## config.mk

```make
export PLATFORM = sky130hd
export DESIGN_NAME = fprint_gated_pio_flat
export DESIGN_NICKNAME = d
export VERILOG_FILES = /design/src/rtl/fprint_pio_pkg.sv /design/src/rtl/fprint_gated_pio_if.sv /design/src/rtl/fprint_pio_slot.sv /design/src/rtl/fprint_gated_pio.sv /design/src/flat_wrapper.sv
export SDC_FILE = /design/constraint.sdc
export NUM_CORES = 1
export LEC_CHECK = 0
export ABC_AREA = 1
export BUFFER_PORTS_ARGS = -buffer_cell sky130_fd_sc_hd__buf_2
export CAP_MARGIN = 25
export CORE_AREA = 8 8 76 94
export DETAILED_ROUTE_END_ITERATION = 10
export DIE_AREA = 0 0 84 102
export GPL_TIMING_DRIVEN = 0
export PLACE_DENSITY = 0.59
export SLEW_MARGIN = 25
export SYNTH_ARGS = -nofsm -noshare
export SYNTH_HDL_FRONTEND = slang
export SYNTH_HIERARCHICAL = 1
export SYNTH_SLANG_ARGS = --single-unit
```

## constraint.sdc

```tcl
create_clock -name osc_clk -period 2.5 [get_ports osc_clk]
set_clock_uncertainty 0.1 [all_clocks]
set_input_delay 0.25 -clock osc_clk [delete_from_list [all_inputs] [get_ports osc_clk]]
set_output_delay 0.25 -clock osc_clk [all_outputs]
set_load 0.005 [all_outputs]
```

## src/rtl/fprint_pio_pkg.sv

```systemverilog
// ============================================================================
// fprint_pio_pkg : shared types, reset constants and sizing helper for the
//                  fingerprint-gated PIO commit buffer (macro FPRINT_PIO_VOTE_EN)
// Revision 1.0
// ============================================================================
`default_nettype none

package fprint_pio_pkg;

  localparam int DEF_NUM_CORES = 2;
  localparam int DEF_DATA_W    = 4;
  localparam int DEF_TASK_W    = 4;
  localparam int DEF_TIMEOUT   = 1024;

  typedef enum logic [1:0] {
    ST_IDLE    = 2'd0,
    ST_COLLECT = 2'd1,
    ST_FULL    = 2'd2
  } state_e;

  // Slot record at the default geometry; the slot module re-declares it at its own widths.
  typedef struct packed {
    logic                  valid;
    logic [DEF_TASK_W-1:0] tid;
    logic [DEF_DATA_W-1:0] data;
  } slot_t;

  localparam state_e RST_STATE = ST_IDLE;
  localparam logic   RST_FLAG  = 1'b0;

  function automatic int timer_width(input int n);
    int w;
    w = 1;
    while ((1 << w) < n) w++;
    return w;
  endfunction

endpackage

`default_nettype wire

```

## src/rtl/fprint_gated_pio_if.sv

```systemverilog
// ============================================================================
// fprint_gated_pio_if : core write, comparator release and status bundle
// Revision 1.0
// ============================================================================
`default_nettype none

interface fprint_gated_pio_if #(
  parameter int NUM_CORES = 2,
  parameter int DATA_W    = 4,
  parameter int TASK_W    = 4
);
  logic [NUM_CORES-1:0]        core_wr_en;
  logic [NUM_CORES*TASK_W-1:0] core_wr_task;
  logic [NUM_CORES*DATA_W-1:0] core_wr_data;
  logic                        io_release;
  logic [TASK_W-1:0]           io_key;
  logic                        clr_err;
  logic [DATA_W-1:0]           pio_external;
  logic                        release_ok;
  logic                        release_err;
  logic                        data_mismatch;
  logic                        timeout_err;
  logic                        busy;

  modport master (
    output core_wr_en, core_wr_task, core_wr_data, io_release, io_key, clr_err,
    input  pio_external, release_ok, release_err, data_mismatch, timeout_err, busy
  );

  modport slave (
    input  core_wr_en, core_wr_task, core_wr_data, io_release, io_key, clr_err,
    output pio_external, release_ok, release_err, data_mismatch, timeout_err, busy
  );
endinterface

`default_nettype wire

```

## src/rtl/fprint_pio_slot.sv

```systemverilog
// ============================================================================
// fprint_pio_slot : one core's pending {valid, task, data}; a write beats a clear
// Revision 1.0
// ============================================================================
`default_nettype none

module fprint_pio_slot #(
  parameter int DATA_W = 4,
  parameter int TASK_W = 4
) (
  input  logic              clk_i,
  input  logic              rst_ni,
  input  logic              wr_en_i,
  input  logic [TASK_W-1:0] wr_task_i,
  input  logic [DATA_W-1:0] wr_data_i,
  input  logic              clr_i,
  input  logic [TASK_W-1:0] key_i,
  output logic              valid_o,
  output logic              valid_d_o,
  output logic [DATA_W-1:0] data_o,
  output logic              key_match_o
);

  typedef struct packed {
    logic              valid;
    logic [TASK_W-1:0] tid;
    logic [DATA_W-1:0] data;
  } slot_rec_t;

  slot_rec_t slot_q, slot_d;

  always_comb begin
    slot_d = slot_q;
    if (wr_en_i) begin
      slot_d.valid = 1'b1;
      slot_d.tid   = wr_task_i;
      slot_d.data  = wr_data_i;
    end else if (clr_i) begin
      slot_d.valid = 1'b0;
    end
  end

  always_ff @(posedge clk_i or negedge rst_ni) begin
    if (!rst_ni) begin
      slot_q <= '0;
    end else begin
      slot_q <= slot_d;
    end
  end

  assign valid_o     = slot_q.valid;
  assign valid_d_o   = slot_d.valid;
  assign data_o      = slot_q.data;
  assign key_match_o = slot_q.valid && (slot_q.tid == key_i);

endmodule

`default_nettype wire

```

## src/rtl/fprint_gated_pio.sv

```systemverilog
// ============================================================================
// fprint_gated_pio : redundant-core commit buffer releasing a PIO value on a
//                    matching comparator key. Optional macro FPRINT_PIO_VOTE_EN.
// Revision 1.0
// ============================================================================
`default_nettype none

module fprint_gated_pio
  import fprint_pio_pkg::*;
#(
  parameter int NUM_CORES = DEF_NUM_CORES,
  parameter int DATA_W    = DEF_DATA_W,
  parameter int TASK_W    = DEF_TASK_W,
  parameter int TIMEOUT   = DEF_TIMEOUT
) (
  input logic               osc_clk,
  input logic               reset_n,
  fprint_gated_pio_if.slave bus
);

  localparam int               TMR_W    = timer_width(TIMEOUT);
  localparam logic [TMR_W-1:0] TMR_LAST = TMR_W'(TIMEOUT - 1);

  logic [NUM_CORES-1:0]        slot_valid;
  logic [NUM_CORES-1:0]        slot_valid_d;
  logic [NUM_CORES-1:0]        slot_match;
  logic [NUM_CORES-1:0]        slot_clr;
  logic [NUM_CORES*DATA_W-1:0] slot_data;

  state_e            state_q, state_d;
  logic [TMR_W-1:0]  timer_q, timer_d;
  logic [DATA_W-1:0] pio_q, pio_d;
  logic              ok_q, err_q, mism_q, terr_q, busy_q;
  logic              terr_d, mism_d;

  logic all_match, votes_equal, accept, reject, timeout_hit;

  generate
    for (genvar i = 0; i < NUM_CORES; i++) begin : g_slot
      fprint_pio_slot #(
        .DATA_W (DATA_W),
        .TASK_W (TASK_W)
      ) u_slot (
        .clk_i       (osc_clk),
        .rst_ni      (reset_n),
        .wr_en_i     (bus.core_wr_en[i]),
        .wr_task_i   (bus.core_wr_task[i*TASK_W +: TASK_W]),
        .wr_data_i   (bus.core_wr_data[i*DATA_W +: DATA_W]),
        .clr_i       (slot_clr[i]),
        .key_i       (bus.io_key),
        .valid_o     (slot_valid[i]),
        .valid_d_o   (slot_valid_d[i]),
        .data_o      (slot_data[i*DATA_W +: DATA_W]),
        .key_match_o (slot_match[i])
      );
    end
  endgenerate

`ifdef FPRINT_PIO_VOTE_EN
  always_comb begin
    votes_equal = 1'b1;
    for (int i = 1; i < NUM_CORES; i++) begin
      if (slot_data[i*DATA_W +: DATA_W] != slot_data[DATA_W-1:0]) begin
        votes_equal = 1'b0;
      end
    end
  end
  assign mism_d = bus.io_release && all_match && !votes_equal;
`else
  logic unused_vote_data;
  assign unused_vote_data = ^slot_data[NUM_CORES*DATA_W-1:DATA_W];
  assign votes_equal      = 1'b1;
  assign mism_d           = 1'b0;
`endif

  // Release decision reads only the pre-write slot registers.
  always_comb begin
    all_match   = &slot_match;
    accept      = bus.io_release && all_match && votes_equal;
    reject      = bus.io_release && !accept;
    timeout_hit = (state_q != ST_IDLE) && (timer_q == TMR_LAST) && !bus.io_release;
    slot_clr    = '0;
    if (accept || timeout_hit) begin
      slot_clr = '1;
    end else if (reject) begin
      slot_clr = slot_match;
    end
    pio_d  = accept ? slot_data[DATA_W-1:0] : pio_q;
    terr_d = terr_q;
    if (timeout_hit) begin
      terr_d = 1'b1;
    end else if (bus.clr_err) begin
      terr_d = 1'b0;
    end
  end

  // Next state follows post-write occupancy so a write racing a commit keeps its slot live.
  always_comb begin
    state_d = ST_COLLECT;
    if (slot_valid_d == '0) begin
      state_d = ST_IDLE;
    end else if (&slot_valid_d) begin
      state_d = ST_FULL;
    end
    timer_d = timer_q + 1'b1;
    if ((state_q == ST_IDLE) || accept || timeout_hit || (state_d == ST_IDLE)) begin
      timer_d = '0;
    end else if (timer_q == TMR_LAST) begin
      timer_d = timer_q;
    end
  end

  always_ff @(posedge osc_clk or negedge reset_n) begin
    if (!reset_n) begin
      state_q <= RST_STATE;
      timer_q <= '0;
      pio_q   <= '0;
      ok_q    <= RST_FLAG;
      err_q   <= RST_FLAG;
      mism_q  <= RST_FLAG;
      terr_q  <= RST_FLAG;
      busy_q  <= RST_FLAG;
    end else begin
      state_q <= state_d;
      timer_q <= timer_d;
      pio_q   <= pio_d;
      ok_q    <= accept;
      err_q   <= reject;
      mism_q  <= mism_d;
      terr_q  <= terr_d;
      busy_q  <= |slot_valid_d;
    end
  end

  assign bus.pio_external  = pio_q;
  assign bus.release_ok    = ok_q;
  assign bus.release_err   = err_q;
  assign bus.data_mismatch = mism_q;
  assign bus.timeout_err   = terr_q;
  assign bus.busy          = busy_q;

endmodule

`default_nettype wire

```

## src/flat_wrapper.sv

```systemverilog
// flat-port wrapper written by rule: the top's interface ports become plain ports
module fprint_gated_pio_flat import fprint_pio_pkg::*;
#(
  parameter int NUM_CORES = DEF_NUM_CORES,
  parameter int DATA_W    = DEF_DATA_W,
  parameter int TASK_W    = DEF_TASK_W,
  parameter int TIMEOUT   = DEF_TIMEOUT
)
  (osc_clk, reset_n, bus_core_wr_en, bus_core_wr_task, bus_core_wr_data, bus_io_release, bus_io_key, bus_clr_err, bus_pio_external, bus_release_ok, bus_release_err, bus_data_mismatch, bus_timeout_err, bus_busy);
  fprint_gated_pio_if #(.NUM_CORES(NUM_CORES), .DATA_W(DATA_W), .TASK_W(TASK_W)) bus_i ();
  input logic osc_clk;
  input logic reset_n;
  input wire logic [$bits(bus_i.core_wr_en)-1:0] bus_core_wr_en;
  input wire logic [$bits(bus_i.core_wr_task)-1:0] bus_core_wr_task;
  input wire logic [$bits(bus_i.core_wr_data)-1:0] bus_core_wr_data;
  input wire logic [$bits(bus_i.io_release)-1:0] bus_io_release;
  input wire logic [$bits(bus_i.io_key)-1:0] bus_io_key;
  input wire logic [$bits(bus_i.clr_err)-1:0] bus_clr_err;
  output wire logic [$bits(bus_i.pio_external)-1:0] bus_pio_external;
  output wire logic [$bits(bus_i.release_ok)-1:0] bus_release_ok;
  output wire logic [$bits(bus_i.release_err)-1:0] bus_release_err;
  output wire logic [$bits(bus_i.data_mismatch)-1:0] bus_data_mismatch;
  output wire logic [$bits(bus_i.timeout_err)-1:0] bus_timeout_err;
  output wire logic [$bits(bus_i.busy)-1:0] bus_busy;
  assign bus_i.core_wr_en = bus_core_wr_en;
  assign bus_i.core_wr_task = bus_core_wr_task;
  assign bus_i.core_wr_data = bus_core_wr_data;
  assign bus_i.io_release = bus_io_release;
  assign bus_i.io_key = bus_io_key;
  assign bus_i.clr_err = bus_clr_err;
  assign bus_pio_external = bus_i.pio_external;
  assign bus_release_ok = bus_i.release_ok;
  assign bus_release_err = bus_i.release_err;
  assign bus_data_mismatch = bus_i.data_mismatch;
  assign bus_timeout_err = bus_i.timeout_err;
  assign bus_busy = bus_i.busy;
  fprint_gated_pio #(.NUM_CORES(NUM_CORES), .DATA_W(DATA_W), .TASK_W(TASK_W), .TIMEOUT(TIMEOUT)) u_core (.osc_clk(osc_clk), .reset_n(reset_n), .bus(bus_i));
endmodule
```

== Yosys cells after proc, flatten, opt, wreduce, memory -nomap -nowiden ==
Cells that the tools add are included.
W data, S select, Z words.

* Bits in registers: 34
* Input bits: 26
* Output and inout bits: 9
* Word-level logic and storage cells: 49

* $add $sub $neg: 1
* Equal/unequal tests: 4
* Muxes and demuxes: 12
* Reduce and logical (&&, ||, !) cells: 20

{| class="wikitable"
|+ Operators with widths
! operator !! count
|-
| $mux W10 || 2
|-
| $add A10 B1 Y10 const B || 1
|-
| $eq A10 B10 Y1 const B || 1
|-
| $eq A4 B4 Y1 || 2
|-
| $mux W2 || 4
|-
| $logic_and A1 B1 Y1 || 6
|-
| $logic_not A2 Y1 || 3
|-
| $mux W1 || 6
|-
| $logic_or A1 B1 Y1 || 4
|-
| $reduce_and A2 Y1 || 2
|-
| $reduce_bool A2 Y1 || 2
|-
| $logic_not A1 Y1 || 2
|-
| $ne A2 B1 Y1 const B || 1
|-
| $reduce_or A2 Y1 || 1
|}

== Logic depth before layout (Yosys ltp) ==
Gate-level depths: netlist (run 1).

* Depth after elaboration: 16
* Gate-level depth with buffers: 14
* Gate-level depth less buffers: 14

== Modules after synthesis ==
The synthesis (run 1) kept the hierarchy.

{| class="wikitable"
|+ Modules (own cells, without submodules)
! module !! seq. area each (um2) !! cells an instance !! area an instance (um2) !! times used
|-
| fprint_gated_pio || 500.5 || 117 || 1036.0 || 1
|-
| fprint_pio_slot || 225.2 || 48 || 442.9 || 2
|}

== Least setup slack after synthesis (run 1) ==
OpenSTA, ideal clock, no wires.

* Path type: register to register
* Start: register u_core.timer_q[0]
* End: register u_core.timer_q[1]
* Required time: 2.323 ns
* Path buffers: 0
* Period minus slack after synthesis: 2.066 ns
* Setup time: 0.077 ns
* Setup slack: 0.434 ns
* Stages on the path, launching flop included: 12
* Arrival: 1.889 ns
* Cells stage by stage: dfrtp_1 -> ha_1 -> nand2_2 -> nor2_8 -> nand4_4 -> nand2_1 -> o21bai_1 -> inv_1 -> ha_1 -> nor3_2 -> nand2_4 -> a21oi_1

* Longest elaborated chain between the ends: 13
* Elaborated cells between the ends (all ways): 20
* Those cells by class: add/sub (1); eq/ne (2); mux (9); reduce/logical (8)

{| class="wikitable"
|+ RTL lines
! item !! line !! text
|-
| start, declared || fprint_gated_pio.sv:31 || <nowiki>logic [TMR_W-1:0] timer_q, timer_d;</nowiki>
|-
| start signal, assigned || fprint_gated_pio.sv:125 || <nowiki>timer_q <= timer_d;</nowiki>
|-
| $eq A10 B10 Y1 * || fprint_gated_pio.sv:81 || <nowiki>timeout_hit = (state_q != ST_IDLE) && (timer_q == TMR_LAST) && !bus.io_release;</nowiki>
|-
| $logic_and A1 B1 Y1 * (2 in a row) || fprint_gated_pio.sv:81 ||
|-
| $logic_or A1 B1 Y1 * || fprint_gated_pio.sv:83 || <nowiki>if (accept || timeout_hit) begin</nowiki>
|-
| $mux W2 * || fprint_gated_pio.sv:83 ||
|-
| net u_core.slot_clr[0] || fprint_gated_pio.sv:27 || <nowiki>logic [NUM_CORES-1:0] slot_clr;</nowiki>
|-
| $mux W1 * || fprint_pio_slot.sv:38 || <nowiki>end else if (clr_i) begin</nowiki>
|-
| $mux W1 * || fprint_pio_slot.sv:34 || <nowiki>if (wr_en_i) begin</nowiki>
|-
| net u_core.slot_valid_d[0] || fprint_gated_pio.sv:25 || <nowiki>logic [NUM_CORES-1:0] slot_valid_d;</nowiki>
|-
| $reduce_and A2 Y1 || fprint_gated_pio.sv:102 || <nowiki>end else if (&slot_valid_d) begin</nowiki>
|-
| $mux W2 || fprint_gated_pio.sv:102 ||
|-
| $mux W2 * || fprint_gated_pio.sv:100 || <nowiki>if (slot_valid_d == '0) begin</nowiki>
|-
| $logic_not A2 Y1 * || fprint_gated_pio.sv:106 || <nowiki>if ((state_q == ST_IDLE) || accept || timeout_hit || (state_d == ST_IDLE)) begin</nowiki>
|-
| $logic_or A1 B1 Y1 * || fprint_gated_pio.sv:106 ||
|-
| $ne A2 B1 Y1 (no source line) / $mux W10 (equally long branches) || n/a ||
|}

Mark *: on every way through the listed nets, which the timed path passes. The rest lies on a longest branch. The select of a mux whose other input is x is not followed.
A chain may end at the register's enable or synchronous reset.

== Worst setup path after layout (run 1) ==
* Start: register u_core.timer_q[0]
* End: register u_core.timer_q[6]

The elaborated chain is that of the path after synthesis.

==> results of run 1 <==
worst max-delay path by stage:
| stage | start | to | slack, ps | cells past startpoint |
|---|---|---|---|---|
| after floorplan | u_core/timer_q[0] | u_core/timer_q[1] | 430 | 11 |
| after global placement | u_core/timer_q[0] | u_core/timer_q[9] | 200 | 11 |
| after detailed placement | u_core/timer_q[0] | u_core/timer_q[6] | 160 | 11 |
| after CTS | u_core/timer_q[0] | u_core/timer_q[6] | 140 | 11 |
| after global routing | u_core/timer_q[0] | u_core/timer_q[6] | 7 | 11 |
| final | u_core/timer_q[0] | u_core/timer_q[6] | 200 | 11 |
metrics by stage:
step	util, %	setup WS [ps]	hold slack, ps	cell area, um^2	instances
2_1_floorplan	-	433.6	-145.6	1743	201
3_5_place_dp	34.47	161.8	282.8	1966	295
6_report	36.32	199.1	55.66	2071	304
3_3_place_gp	34.47	203.2	282.5	1966	295
4_1_cts	36.25	144.3	43.49	2067	304
5_1_grt	36.32	7.012	47.03	2071	304
repair_timing:
item / CTS / global route
setup endpoints to repair: 0 / 4
resized for setup: 0 / 1
hold buffers: 1 / 0
endpoints found under the hold margin: 34 / 0
flip-flops by register name (all words and copies together), names as in the netlist:
register,flops
u_core/timer_q,10
u_core/bus.timeout_err,1
u_core/bus.busy,1
u_core/g_slot.u_slot/slot_q,8
u_core/g_slot.u_slot/data_o,4
u_core/bus.release_ok,1
u_core/state_q,2
u_core/g_slot.u_slot/valid_o,2
u_core/bus.pio_external,4
u_core/bus.release_err,1
worst max-delay path, stage by stage (launching register included):
cell	delay, ps
dfrtp_1	400
ha_1	280
nand2_2	130
nor2_8	60
nand4_4	130
nand2_1	70
o21bai_1	230
inv_1	100
ha_1	210
nor3_2	240
nand2_4	130
a21oi_1	140
cell type report:
cell class              count  area, um^2
inverters                  32       120.1
repair buffers             29       150.1
flip-flops and latches     34       850.8
multi-input cells         128       715.7
plain buffers               7       60.06
clock inverters             1       5.005
clock buffers               7       86.33
well taps                  66       82.58
fillers                   590        3631
power by group through the flow:
stage               Sequential (W)  Clock, W  Combinational, W
floorplan                 0.000706         0          0.000261
global placement          0.000719         0          0.000333
detailed placement        0.000723         0          0.000340
CTS                       0.000713  0.000435          0.000342
global route              0.000730  0.000462          0.000390
finish                    0.000712  0.000416          0.000337
per-layer routing:
metal,GRT usage (%),vias up,wire length (um)
met5,0,-,0
met4,3.728,0,56
met3,2.951,5,142
met2,14.75,23,1687
met1,9.817,602,1506
li1,-,689,-
==> run summary, run 1 <==
Vias per std cell - 4.339
H-Tree Depth - 2
Most common library cell in the layout ignoring fill and taps - nand2_1
Hold crit path type - in -> reg
Max Cap Viol - 0
Relative slew slack - 48.40%
Proportion of layout cells with a drive suffix above 1 - 24.37%
Initial Utilization - 30.57%
Wirelength per Cell - 11.16 um
Final Total Pwr - 0.001465 W
Hold Path Depth - 2
Worst reg2reg endpoint - u_core/timer_q[6]
Final period utilization - 92.04%
Final WL - 3.392 mm
TritonCTS clock tree - built
Worst r2r path cells - 11
Status - finished clean
Setup_tns - 0 ps
Global route overflow - 0
Root buffer cell - clkbuf_8
Clock Sinks - 34
Pre-Repair DR Iteration Count - 4
Pwr dens - 707.6 nW/um^2
Final hold violations - 0
CTS Buffer Depth - 2
Seq pwr share - 48.6%
Synthesized instance count - 201
# IOs - 35
Worst hold start - bus_clr_err
Crit path DAT - 2400 ps
Worst-Skew Late Latency - 280 ps
Vias in the first global route - 1,369
Die footprint - 8568 um^2
Tmin final - 2301 ps
Post-CTS Setup Bufs - 0
Syn Nets - 231
Worst-Margin Slew - 774.0 ps
Worst Setup End Kind - register
Endpoints failing setup - 0
Core Box Area - 5702 um^2
Layout area overhead - 18.81%
Routability Congestion - 0.7758
Leak - 1.149 nW
Reg2reg start - u_core/timer_q[0]
Sw Share - 31.15%
Die X - 84 um
Combinational group share of total power - 23.0%
Vias - 1,319
Initial antenna violation count - 0
Maximum VDD drop - 0.0003428 V
Die H - 102 um
Tot GR Track Use - 8.718%
CP Launch Type - register
Avg Cell Area, Syn - 8.671 um^2
RSZ-0062 raised after global routing - no
R2R setup slack - 200 ps
Worst-path clk slew - 70 ps
Number of CTS-inserted buffers - 5
Antenna-violating nets left - 0
P_int - 0.001009 W
Antenna diode count - 0
Syn Std Cell Area - 1743 um^2
Largest net degree at the start of global routing - 35
FP Rows - 31
Switching power total - 0.0004565 W
Clk pwr share - 28.4%
WS Path Type - reg -> reg
First-pass GRT wire length - 6.058 mm
Most frequent cells in the layout - nand2_1, dfrtp_1, inv_1
Drt drc - 0
Fin nets - 267
DPL Wire Length - 2.556 mm
Warnings from Yosys - 6
Slew Limit Fails - 0
Max Fanout on Critical Path - 10
DRT iter0 DRCs - 38
Hold endpoint - u_core/bus.timeout_err
IO buf count - 28
CP required - 2600 ps
Fmax - 434.6 MHz
Power figures use the tool's default switching activity.
==> inputs of run 2 (changes only) <==
--- a/config.mk
+++ b/config.mk
@@ -8,11 +8,14 @@
 export ABC_AREA = 1
 export BUFFER_PORTS_ARGS = -buffer_cell sky130_fd_sc_hd__buf_2
 export CAP_MARGIN = 25
+export CELL_PAD_IN_SITES_DETAIL_PLACEMENT = 0
+export CELL_PAD_IN_SITES_GLOBAL_PLACEMENT = 1
 export CORE_AREA = 8 8 76 94
 export DETAILED_ROUTE_END_ITERATION = 10
 export DIE_AREA = 0 0 84 102
 export GPL_TIMING_DRIVEN = 0
-export PLACE_DENSITY = 0.59
+export HOLD_SLACK_MARGIN = 0.12
+export PLACE_DENSITY = 0.73
 export SLEW_MARGIN = 25
 export SYNTH_ARGS = -nofsm -noshare
 export SYNTH_HDL_FRONTEND = slang
==> constraint.sdc (replaced) <==
create_clock -name osc_clk -period 2.5 [get_ports osc_clk]
set_clock_uncertainty 0.1 [all_clocks]
set_input_delay 0.375 -clock osc_clk [delete_from_list [all_inputs] [get_ports osc_clk]]
set_output_delay 0.375 -clock osc_clk [all_outputs]
set_load 0.005 [all_outputs]
==> run 2 against run 1 <==
Worst setup slack gained 51 ps. Sequential power is essentially flat. Power grew 6.0%. Hold slack gained 120 ps. Non-clock buffer count is the same. Sequential share of layout area shrank 0.51 points. Global-route usage shrank 0.31 points. Die area is the same. Combinational power is essentially flat. Wire length shrank 1.6%. Count of clock-buffer cells in the layout shrank 2. Clock power grew 22%. Largest cell class unchanged.
==> run summary, run 2 (synthesized netlist as in run 1, its figures left out) <==
Status - finished clean
Max reg flops - 10 (unchanged)
H-Tree Depth - 2 (unchanged)
Slew Limit Fails - 0 (unchanged)
Worst path slowest cell - dfrtp_1
Relative slew slack - 49.22% (+0.82 points)
Layout fillers - 608 (+3.1%)
Routability Congestion - 0.7325 (-5.6%)
Post-Place Cells - 295 (unchanged)
Worst reg2reg endpoint - u_core/timer_q[2]
CTS Buffer Depth - 2 (unchanged)
Number of CTS-inserted buffers - 5 (unchanged)
Max Used Layer - met4
Fin nets - 267 (unchanged)
Design area - 2097 um^2 (+1.3%)
Die footprint - 8568 um^2 (unchanged)
Initial antenna violation count - 0 (unchanged)
FP Rows - 31 (unchanged)
Worst r2r path cells - 11 (unchanged)
Initial Utilization - 30.57% (unchanged)
CP Launch Type - register
Clock Sinks - 34 (unchanged)
Vias in the first global route - 1,302 (-4.9%)
DR WL met2 - 1.719 mm (+1.9%)
Leak - 1.147 nW (-0.15%)
Area occupied by multi-input gates - 719.4 um^2 (+0.52%)
Core Box Area - 5702 um^2 (unchanged)
Cell Area, Placed - 1966 um^2 (unchanged)
Setup_tns - 0 ps (unchanged)
Layout area overhead - 20.32%
Max Cap Viol - 0 (unchanged)
Worst-Margin Slew - 761.7 ps (-12.37 ps)
DPL Wire Length - 2.530 mm (-1.0%)
Antenna diode count - 0 (unchanged)
Fmax - 444.5 MHz (+2.3%)
Proportion of layout cells with a drive suffix above 1 - 25.21% (+0.84 points)
CP required - 2600 ps (about the same)
Worst-Skew Late Latency - 280 ps (about the same)
Cell Chain, Critical Path - ha_1 > nand2_2 > nor2_8 > nand4_4 > nand2_1 > o21bai_2 > inv_1 > ha_1 > nor3_2 > nand2_4 > a21oi_1
Buf+Inv Stages, Crit Path - 1 (unchanged)
Crit path largest cell delay - 410 ps (about the same)
Drt drc - 0 (unchanged)
Die H - 102 um (unchanged)
Reg2reg start - u_core/timer_q[1]
End of the critical path - u_core/timer_q[2]
TritonCTS clock tree - built
IO buf count - 28 (unchanged)
R2R setup slack - 250 ps (+50 ps)
Die X - 84 um (unchanged)
Pre-CTS setup slack - 126.0 ps (-35.82 ps)
Largest net degree at the start of global routing - 35 (unchanged)
Area taken by flip-flops and latches - 850.8 um^2 (unchanged)
Pre-Repair DR Iteration Count - 4 (unchanged)
Endpoints failing setup - 0 (unchanged)
Global route overflow - 0 (unchanged)
# IOs - 35 (unchanged)
Most frequent cells in the layout - nand2_1, dfrtp_1, inv_1
Most numerous cell on the critical path - ha_1
Worst Setup End Kind - register
Maximum VDD drop - 0.0003963 V (+16%)
WHS - 172.8 ps (+117.1 ps)
DRT iter0 DRCs - 47 (+24%)
Crit path DAT - 2350 ps (-50 ps)
Antenna-violating nets left - 0 (unchanged)
WS Path Type - reg -> reg
Tmin final - 2249 ps (-51.46 ps)
Worst setup margin - 250.5 ps (+51.46 ps)
Top reg by flops - u_core/timer_q
CP top delay family - simple AND/OR/NAND/NOR gates
Largest regs - u_core/timer_q (10), u_core/g_slot.u_slot/slot_q (8)
Post-Layout Cell Count - 304 (unchanged)
Worst setup path start - u_core/timer_q[1]
Final hold violations - 0 (unchanged)
Wirelength per Cell - 10.98 um (-1.6%)
First-pass GRT wire length - 5.823 mm (-3.9%)
Metal3 WL - 118 um (-17%)
Critical path depth - 11 (unchanged)
Met1 wire length - 1.463 mm (-2.9%)
Vias per std cell - 4.224 (-2.7%)
Worst-path clk slew - 70 ps (about the same)
Tot GR Track Use - 8.411% (-0.31 points)
Max Fanout on Critical Path - 10 (unchanged)
Hold crit path type - in -> reg
Final period utilization - 89.98% (-2.1 points)
Vias - 1,284 (-2.7%)
Final WL - 3.337 mm (-1.6%)
Most common library cell in the layout ignoring fill and taps - nand2_1
RSZ-0062 raised after global routing - no
Pwr dens - 740.9 nW/um^2 (+4.7%)
Root buffer cell - clkbuf_8
==> run 2: changes by cell type in the layout (fill, tap and decap cells not counted), sizes merged <==
cell and delta:
clkbuf -2, clkinvlp +2, bufinv +1, clkinv -1
==> run 2: where the power goes <==
part,switching (W),internal [W]
sequential,0.0000754,0.000638
clock,0.000209,0.000296
combinational,0.000186,0.000149
total,0.000471,0.00108
==> run 2: layout make-up <==
| type | instances | share of cell area [%] |
|---|---|---|
| Multi-Input combinational cell | 128 | 34.31 |
| Clock buffer | 5 | 3.282 |
| Clock inverter | 3 | 2.148 |
| Buffer | 7 | 2.864 |
| Timing Repair Buffer | 29 | 7.160 |
| Tap cell | 66 | 3.938 |
| Sequential cell | 34 | 40.57 |
| Inverter | 32 | 5.728 |
==> run 2: per-layer routing <==
metal | track usage [%] | vias up
met4 | 3.595 | 0
met5 | 0 | -
met2 | 14.57 | 23
li1 | - | 693
met3 | 2.552 | 4
met1 | 9.370 | 564
==> run 2: worst reg2reg max path: stages, from the launching register on <==
cell	delay [ps]
dfrtp_1	410
ha_1	250
nand2_2	130
nor2_8	60
nand4_4	130
nand2_1	80
o21bai_2	200
inv_1	90
ha_1	190
nor3_2	240
nand2_4	130
a21oi_1	160
==> run 2: metrics by stage <==
step / total power (W) / utilization (%)
3_5_place_dp: 0.001061 / 34.47
4_1_cts: 0.001582 / 36.65
6_report: 0.001554 / 36.78
2_1_floorplan: 0.0009662 / -
3_3_place_gp: 0.001055 / 34.47
5_1_grt: 0.001661 / 36.78
==> run 2: worst min-delay path by stage <==
stage	end	cells after the start	start	slack (ps)
global route	u_core/bus.timeout_err	2	bus_clr_err	180
finish	u_core/bus.timeout_err	2	bus_clr_err	170
global placement	u_core/bus.pio_external[0]	2	u_core/bus.pio_external[0]	360
CTS	u_core/bus.timeout_err	2	bus_clr_err	160
floorplan	u_core/bus.busy	0	reset_n	-20
detailed placement	u_core/bus.pio_external[0]	2	u_core/bus.pio_external[0]	360
==> run 2: what timing repair did <==
item                                   4_1_cts  5_1_grt
setup buffers                                0        0
hold buffers                                 1        0
gates resized for setup                      0        2
setup endpoints to repair                    0       10
endpoints found under the hold margin       34        0
